$ cat src/rtl/sig_unrect.sv
// sig_unrect: re-applies stored raw sample signs to a rectified magnitude stream.
// Optional sticky saturation flag port enabled by SIG_UNRECT_SAT_FLAG_EN.
module sig_unrect #(
   parameter int DEPTH = 8
) (
   input  logic       clk,
   input  logic       rst_n,
   input  logic       raw_valid,
   input  logic [8:0] raw_data,
   output logic       raw_ready,
   input  logic       mag_valid,
   input  logic [8:0] mag_data,
   output logic       mag_ready,
   output logic       out_valid,
   input  logic       out_ready,
   output logic [8:0] result
`ifdef SIG_UNRECT_SAT_FLAG_EN
   ,
   output logic       sat_err
`endif
);

   localparam int PW = (DEPTH > 1) ? $clog2(DEPTH) : 1;
   localparam int CW = $clog2(DEPTH + 1);

   logic [DEPTH-1:0] sgn_mem;
   logic [PW-1:0]    wptr;
   logic [PW-1:0]    rptr;
   logic [CW-1:0]    count;
   logic             push;
   logic             pop;
   logic             sgn;
   logic [8:0]       restored;
   logic             unused_raw;

   assign unused_raw = ^raw_data[7:0];

   // handshakes: no pass-through at full, no bypass at empty
   assign raw_ready = (count != CW'(DEPTH));
   assign mag_ready = (count != '0) && (!out_valid || out_ready);
   assign push      = raw_valid && raw_ready;
   assign pop       = mag_valid && mag_ready;
   assign sgn       = sgn_mem[rptr];

   // rebuild signed sample; positive magnitudes above 255 clamp to +255
   always_comb begin
      restored = mag_data;
      if (sgn) begin
         restored = ~mag_data + 9'd1;
      end else if (mag_data[8]) begin
         restored = 9'h0FF;
      end
   end

   // sign storage, only the sign bit of each raw sample is kept
   always_ff @(posedge clk or negedge rst_n) begin
      if (!rst_n) begin
         sgn_mem <= '0;
      end else if (push) begin
         sgn_mem[wptr] <= raw_data[8];
      end
   end

   // pointers and occupancy
   always_ff @(posedge clk or negedge rst_n) begin
      if (!rst_n) begin
         wptr  <= '0;
         rptr  <= '0;
         count <= '0;
      end else begin
         if (push) wptr <= wptr + PW'(1);
         if (pop)  rptr <= rptr + PW'(1);
         unique case ({push, pop})
            2'b10:   count <= count + CW'(1);
            2'b01:   count <= count - CW'(1);
            default: count <= count;
         endcase
      end
   end

   // registered output stage with hold under backpressure
   always_ff @(posedge clk or negedge rst_n) begin
      if (!rst_n) begin
         out_valid <= 1'b0;
         result    <= 9'h000;
      end else if (pop) begin
         out_valid <= 1'b1;
         result    <= restored;
      end else if (out_ready) begin
         out_valid <= 1'b0;
      end
   end

`ifdef SIG_UNRECT_SAT_FLAG_EN
   logic sat_hit;

   assign sat_hit = !sgn && mag_data[8];

   // sticky record of any clamped sample
   always_ff @(posedge clk or negedge rst_n) begin
      if (!rst_n) begin
         sat_err <= 1'b0;
      end else if (pop && sat_hit) begin
         sat_err <= 1'b1;
      end
   end
`endif

endmodule

$ cat config.mk
export PLATFORM = sky130hd
export DESIGN_NAME = sig_unrect
export DESIGN_NICKNAME = d
export VERILOG_FILES = /design/src/rtl/sig_unrect.sv
export SDC_FILE = /design/constraint.sdc
export NUM_CORES = 1
export LEC_CHECK = 0
export ABC_AREA = 1
export CAP_MARGIN = 20
export CORE_MARGIN = 1.5
export CORE_UTILIZATION = 35
export DETAILED_ROUTE_END_ITERATION = 8
export GPL_TIMING_DRIVEN = 0
export PLACE_DENSITY = 0.58
export RECOVER_POWER = 50
export SYNTH_ARGS = -nofsm -noshare
export SYNTH_HDL_FRONTEND = slang
export SYNTH_SLANG_ARGS = --single-unit
$ cat constraint.sdc
create_clock -name clk -period 6.29 [get_ports clk]
set_clock_uncertainty 0.2 [all_clocks]
set_input_delay 1.887 -clock clk [delete_from_list [all_inputs] [get_ports clk]]
set_output_delay 1.887 -clock clk [all_outputs]
set_load 0.03 [all_outputs]
Word-level counts from Yosys, hierarchy flattened
Index checks and enable logic that the tools add are counted.

Word-level logic and storage cells: 37. Register bits: 28. Output and inout port bits: 12. Input bits: 23.

Multiplexer cells: 10. Bitwise logic cells: 1. Reductions and logical operators: 9. Add/sub/neg operators: 5. Eq/ne operators: 3. Magnitude comparators: 3.

Operator list (count): $add 9x1->9 const B (1); $mux 9 (1); $not 9->9 (1); $bwmux 8 (1); $lt 3x4->1 const B (2); $mux 8 (1); $pmux 4 s2 (1); $add 3x1->3 const B (2); $add 4x1->4 const B (1); $logic_and 1x1->1 (4); $mux 1 (4); $ne 4x4->1 const B (1); $reduce_bool 2->1 (2); $reduce_bool 4->1 (1); $sub 4x1->4 const B (1); $bmux 1 s3 (1); $demux 1 s3 (1); $ge 3x1->1 const B (1); $eq 2x1->1 const B (1); $eq 2x2->1 const B (1); $logic_not 1->1 (1); $logic_or 1x1->1 (1).

Logic depth before layout (Yosys ltp)
Gate-level depths: netlist of run 1.

Depth in word-level cells: 6. Depth in mapped cells: 16. Mapped depth without buffers: 15.

Worst setup path after synthesis of run 1
OpenSTA, ideal clock, no wires.

Path kind: input to output. Start point: input out_ready. End point: output mag_ready. Arrival time: 2.173 ns. Slack: 2.030 ns. Path buffers: 0. Stages on the path: 4. Data required time: 4.203 ns. Cell sequence: nor2_1 inv_1 nand2_2 inv_2.

Word-level cells in the longest chain between the ends: 2.

Ends and longest elaborated chain: start: declaration (RTL line 15) `input logic out_ready,`; $logic_or 1x1->1 (RTL line 40) `assign mag_ready = (count != '0) && (!out_valid || out_ready);`; $logic_and 1x1->1 (RTL line 40); end: declaration (RTL line 13) `output logic mag_ready,`.

Every way passes these cells.

Final worst setup path of run 1
Same ends and word-level chain as after synthesis.

==> results of run 1 <==
## worst paths after layout
path	slack, ns	start	cells after the start	end
max	0.97	out_ready	6	mag_ready
min	0.29	result[3]$_DFFE_PN0P_	2	result[3]$_DFFE_PN0P_
max reg2reg	3.47	count[0]$_DFFE_PN0P_	15	count[3]$_DFFE_PN0P_
min reg2reg	0.29	result[3]$_DFFE_PN0P_	2	result[3]$_DFFE_PN0P_
max in group asynchronous	2.86	rst_n	2	result[2]$_DFFE_PN0P_
min in group asynchronous	1.84	rst_n	1	count[1]$_DFFE_PN0P_
## power by group through the flow
stage	clock network (uW)	logic, uW	registers [uW]
floorplan	0	383	390
global placement	0	595	338
detailed placement	0	606	340
CTS	118	608	337
global route	126	665	349
finish	112	584	334
## stage by stage
step                      instances  util [%]  setup slack [ns]  area, sq um  hold WS (ns)
after floorplan                 234         -              2.03         1800         0.259
after global placement          326      44.0             0.961         2130         0.264
after global routing            331      44.7             0.907         2170         0.330
final                           331      44.7             0.969         2170         0.285
after detailed placement        327      44.5             0.967         2160         0.266
after CTS                       331      45.7             0.958         2210         0.292
## synthesized netlist by cell type (all sizes together)
master | instances | share of area [%]
a21oi | 4 | 1.1
a2bb2oi | 1 | 0.49
buf | 2 | 1.7
clkbuf | 1 | 0.21
dfrtp | 28 | 39
fa | 1 | 1.1
ha | 6 | 4.2
inv | 35 | 7.4
nand2 | 88 | 21
nand3 | 21 | 9.2
nand4 | 1 | 0.35
nor2 | 22 | 5.8
nor3 | 2 | 0.83
o211ai | 1 | 0.42
o21ai | 14 | 4.1
xnor2 | 1 | 0.49
xor2 | 6 | 2.9
## cell families after synthesis
family	synth area share, %
fa+ha+maj	5.29
simple gates	36.8
xor+xnor	3.41
compound gates	6.12
flops	39.0
buf+inv	9.39
## layer usage
metal	up-vias	share of wire, %	GRT usage, %
li1	787	-	-
met1	652	50	18.5
met2	15	48	23.4
met3	2	2.5	2.81
met4	0	0.41	1.82
met5	-	0	0
## worst register-to-register path, delay by kind of cell (launching register included)
family | cells | cell delay, ns
and+or+nand+nor | 7 | 0.59
buffers and inverters | 3 | 0.44
AOI/OAI and AO/OA | 3 | 0.45
adders and majority gates | 2 | 0.59
DFF | 1 | 0.44
## sequential cells by signal (all words and copies together), names as in the netlist
signal	count
rptr	3
count	4
result	9
wptr	3
out_valid	1
sgn_mem	8
## area by class of cell
class,count,area [sq um]
inverter,35,133
tap,67,83.8
fill,495,2680
clock buffer,4,55.1
timing repair buffer,26,254
sequential,28,701
buffer,3,27.5
multi-input combinational,168,913
==> run metrics, run 1 <==
FMAX 188 MHz; CP endpoint kind output port; worst-skew pair later-pin latency 0.28 ns; clk buf depth 2; status complete, no violations; worst slew pin tran 0.873 ns; Hold Path Class flop to flop; DR iter-0 viols 37; Most common cell on crit path clkdlybuf4s50_1; Mean Syn Cell Area 7.68 sq um; Via density 4.40; Post-CTS Hold Buffers 0; H-tree depth 1; Distinct cells, synth 28; final cycle utilization of the critical path 84.6%; cell family with most CP delay buffers and inverters; vias in the first global route 1350; NumNets Final 295; Std-Cell Core Area 4850 sq um; yosys warns 0; startpoint types primary input; clock share of power 10.9%; sequential area share after synthesis 39.0%; grt ovf 0; die width 74.7 microns; Critical Path RT 4.20 ns; crit-path cells clkdlybuf4s50_1, nor2_1, inv_1, nand2_2, inv_2, clkdlybuf4s50_1; Lkg Pwr 0.00107 uW; slowest cell on the critical path clkdlybuf4s50_1; DRT antenna net count 0; Final Hold Fails 0; Critical Path AT 3.23 ns; post-synthesis cell area 1800 sq um; slew margin rel. 41.8%; largest net degree at the start of global routing 17; n_diodes 0; Sequential Power Share 32.4%; CTS Sinks 28; CP bufs+invs 4; internal power 552 uW; GP Congestion 0.824; commonest non-fill, non-tap cell in the layout nand2_1; Ports 35; critical path's largest stage delay 0.66 ns; WL per Instance 10.3 microns; Logic pwr share 56.7%; setup bufs post-CTS 0; CTS resizes 0; PD cells 475 nW/um^2; die span in y 74.7 microns; max-cap violations 0; RSZ-0062 raised after global routing no; max-slew violation count 0; synthesized flop and latch total 28; drt drc 0; Power Total 1030 uW; die area 5580 sq um; endpoints failing setup 0; final wirelength 3420 microns; Syn Inst Count 234; All-Layer GR Usage 13.7%; Clk pin slew, worst setup/hold paths 0.10 ns; Fin Setup TNS 0 ns; row cnt 25; share of layout cells above drive strength 1 12.9%; Net Sw Frac 46.4%; clock root buffer clkbuf_8; Starting Density 37.1%; first-pass detailed-route iteration total 4; CTS tree done; Post-DP HPWL 2710 microns; min Tclk post-route 5.32 ns; first-pass GRT wire length 5960 microns; switching power total 478 uW; area delta synth->final 20.5%; I/O Buffers 25; Post-Syn Nets 264; worst vdd ir 0.146 mV; commonest cells after routing, fill and taps aside nand2_1, inv_1, dfrtp_1; type of the worst setup path primary input to output port; crit-path max FO 2; routed vias 1456; Inserted Clock Buffers 3; number of antenna violations at the first check in global routing 0
(Power assumes the default switching activity.)
==> inputs of run 2 (changes only) <==
--- a/config.mk
+++ b/config.mk
@@ -11,7 +11,7 @@
 export CORE_UTILIZATION = 35
 export DETAILED_ROUTE_END_ITERATION = 8
 export GPL_TIMING_DRIVEN = 0
-export PLACE_DENSITY = 0.58
+export PLACE_DENSITY = 0.6
 export RECOVER_POWER = 50
 export SYNTH_ARGS = -nofsm -noshare
 export SYNTH_HDL_FRONTEND = slang
==> constraint.sdc (replaced) <==
create_clock -name clk -period 4.5 [get_ports clk]
set_clock_uncertainty 0.2 [all_clocks]
set_input_delay 1.35 -clock clk [delete_from_list [all_inputs] [get_ports clk]]
set_output_delay 1.35 -clock clk [all_outputs]
set_load 0.03 [all_outputs]
==> run 2 against run 1 <==
Routed wire length shrank 0.12%. Via count shrank 1.3%. Die area is the same. Sequential share of layout area grew 0.30 points. Cell count shrank 0.30%. First-iteration DRC count grew 57%. Critical path depth is the same. Critical path type unchanged. Largest cell class unchanged. Highest routed layer unchanged.
==> run metrics, run 2 (synthesis gave the netlist of run 1 again) <==
status complete, no violations (unchanged); die width 74.7 microns (unchanged); Starting Density 37.1% (unchanged); met2 Use GR 23.3% (was 23.4%); routed vias 1437 (was 1456); CTS resizes 0 (unchanged); All-Layer GR Usage 13.8% (was 13.7%); final cycle utilization of the critical path 94.6%; row cnt 25 (unchanged); Critical Path RT 2.95 ns (was 4.20 ns); Power Total 1420 uW (was 1030 uW); H-tree depth 1 (unchanged); Post-DP HPWL 2720 microns (was 2710 microns); Ports 35 (unchanged); clock share of power 9.4% (was 10.9%); area delta synth->final 19.4% (was 20.5%); number of antenna violations at the first check in global routing 0 (unchanged); GRT busiest layer met2 (unchanged); Finished Cell Area 2150 sq um (was 2170 sq um); max-cap violations 0 (unchanged); CP endpoint kind output port (unchanged); crit-path max FO 2 (unchanged); RSZ-0062 raised after global routing no (unchanged); CTS tree done (unchanged); Lkg Pwr 0.00107 uW (about the same); worst vdd ir 0.321 mV (was 0.146 mV); largest net degree at the start of global routing 20 (was 17); DRT antenna net count 0 (unchanged); Final Hold Fails 0 (unchanged); type of the worst setup path primary input to output port (unchanged); worst-skew pair later-pin latency 0.27 ns (was 0.28 ns); commonest cells after routing, fill and taps aside nand2_1, inv_1, dfrtp_1 (unchanged); setup ws final 0.241 ns (was 0.969 ns); Logic pwr share 57.6% (was 56.7%); NumNets Final 295 (unchanged); WL per Instance 10.4 microns (was 10.3 microns); Via density 4.35 (was 4.40); met1 Use GR 18.5% (about the same); setup bufs post-CTS 0 (unchanged); Critical Path AT 2.71 ns (was 3.23 ns); PD cells 660 nW/um^2 (was 475 nW/um^2); Post-CTS Hold Buffers 0 (unchanged); DP Area 2150 sq um (was 2160 sq um); clock root buffer clkbuf_8 (unchanged); clk buf depth 2 (unchanged); final wirelength 3420 microns (about the same); FMAX 235 MHz; switching power total 662 uW (was 478 uW); vias in the first global route 1377 (was 1350); Std-Cell Core Area 4850 sq um (unchanged); worst slew pin tran 1.06 ns (was 0.873 ns); Net Sw Frac 46.8% (was 46.4%); endpoints failing setup 0 (unchanged); Clk pin slew, worst setup/hold paths 0.09 ns (was 0.10 ns); Worst Hold Depth 2 (unchanged); met3 usage in global routing 3.21% (was 2.81%); min Tclk post-route 4.26 ns; die area 5580 sq um (unchanged); die span in y 74.7 microns (unchanged); GP Congestion 0.800 (was 0.824); first-pass GRT wire length 5970 microns (was 5960 microns); startpoint types primary input (unchanged); I/O Buffers 25 (unchanged); depth of the most critical reg-to-reg path 15 (unchanged); top flop regs result x9, sgn_mem x8, count x4 (unchanged); max-slew violation count 0 (unchanged); slew margin rel. 29.3% (was 41.8%); Inserted Clock Buffers 3 (unchanged); first-pass detailed-route iteration total 4 (unchanged); Sequential Power Share 33.0% (was 32.4%); DR iter-0 viols 58 (was 37); commonest non-fill, non-tap cell in the layout nand2_1 (unchanged); grt ovf 0 (unchanged); number of flip-flops under the largest register name 9 (unchanged); Most flops, register result (unchanged); Hold Path Class flop to flop (unchanged); share of layout cells above drive strength 1 12.2% (was 12.9%); n_diodes 0 (unchanged); internal power 754 uW (was 552 uW); Setup WS pre-CTS 0.248 ns (was 0.967 ns); drt drc 0 (unchanged); Fin Setup TNS 0 ns (unchanged); CTS Sinks 28 (unchanged)
## run 2: cell count changes in the layout (fill, tap and decap cells not counted)
cell / previous run / this run
nand2_1: 80 / 81
clkinvlp_2: 1 / 0
clkbuf_8: 4 / 3
inv_4: 0 / 1
nand2_4: 4 / 3
## run 2: power by group through the flow
stage / combinational [uW] / clock [uW] / sequential [uW]
6_report: 816 / 133 / 467
5_1_grt: 925 / 149 / 488
4_1_cts: 844 / 141 / 471
3_5_place_dp: 842 / 0 / 475
3_3_place_gp: 826 / 0 / 476
2_1_floorplan: 536 / 0 / 545
## run 2: path summary, 6_finish.rpt
check | to | slack [ns] | start
worst max register to register | count[3]$_DFFE_PN0P_ | 1.91 | count[0]$_DFFE_PN0P_
worst min register to register | result[6]$_DFFE_PN0P_ | 0.28 | result[6]$_DFFE_PN0P_
min in group asynchronous | sgn_mem[5]$_DFFE_PN0P_ | 1.25 | rst_n
max in group asynchronous | result[3]$_DFFE_PN0P_ | 1.55 | rst_n
worst min-delay path | result[6]$_DFFE_PN0P_ | 0.28 | result[6]$_DFFE_PN0P_
worst max-delay path | mag_ready | 0.24 | out_ready
## run 2: worst max-delay path: stages
cell and delay [ns]:
clkdlybuf4s50_1 0.46, nor2_1 0.04, inv_1 0.07, nand2_2 0.06, inv_2 0.06, clkdlybuf4s50_1 0.67
## run 2: final cells by class
type                       count  area [sq um]
fill                         513          2700
multi-input combinational    168           906
sequential                    28           701
timing repair buffer          26           254
inverter                      35           134
tap                           67          83.8
clock buffer                   3          41.3
buffer                         3          27.5
## run 2: layer usage
layer	share of wire [%]	up-vias
met3	2.5	2
met1	51	632
met4	0.47	0
met5	0	-
met2	46	16
li1	-	787
## run 2: through the flow
stage               utilization [%]  hold WS (ns)  std cells
global route                   44.3         0.313        330
detailed placement             44.3         0.264        327
finish                         44.3         0.282        330
floorplan                         -         0.259        234
global placement               44.0         0.263        326
CTS                            45.1         0.290        330
==> inputs of run 3 (changes only) <==
--- a/config.mk
+++ b/config.mk
@@ -11,7 +11,6 @@
 export CORE_UTILIZATION = 35
 export DETAILED_ROUTE_END_ITERATION = 8
 export GPL_TIMING_DRIVEN = 0
-export PLACE_DENSITY = 0.6
 export RECOVER_POWER = 50
 export SYNTH_ARGS = -nofsm -noshare
 export SYNTH_HDL_FRONTEND = slang
==> results of run 3 <==
Same layout as run 2: the final DEF is identical, and so are final timing and power.
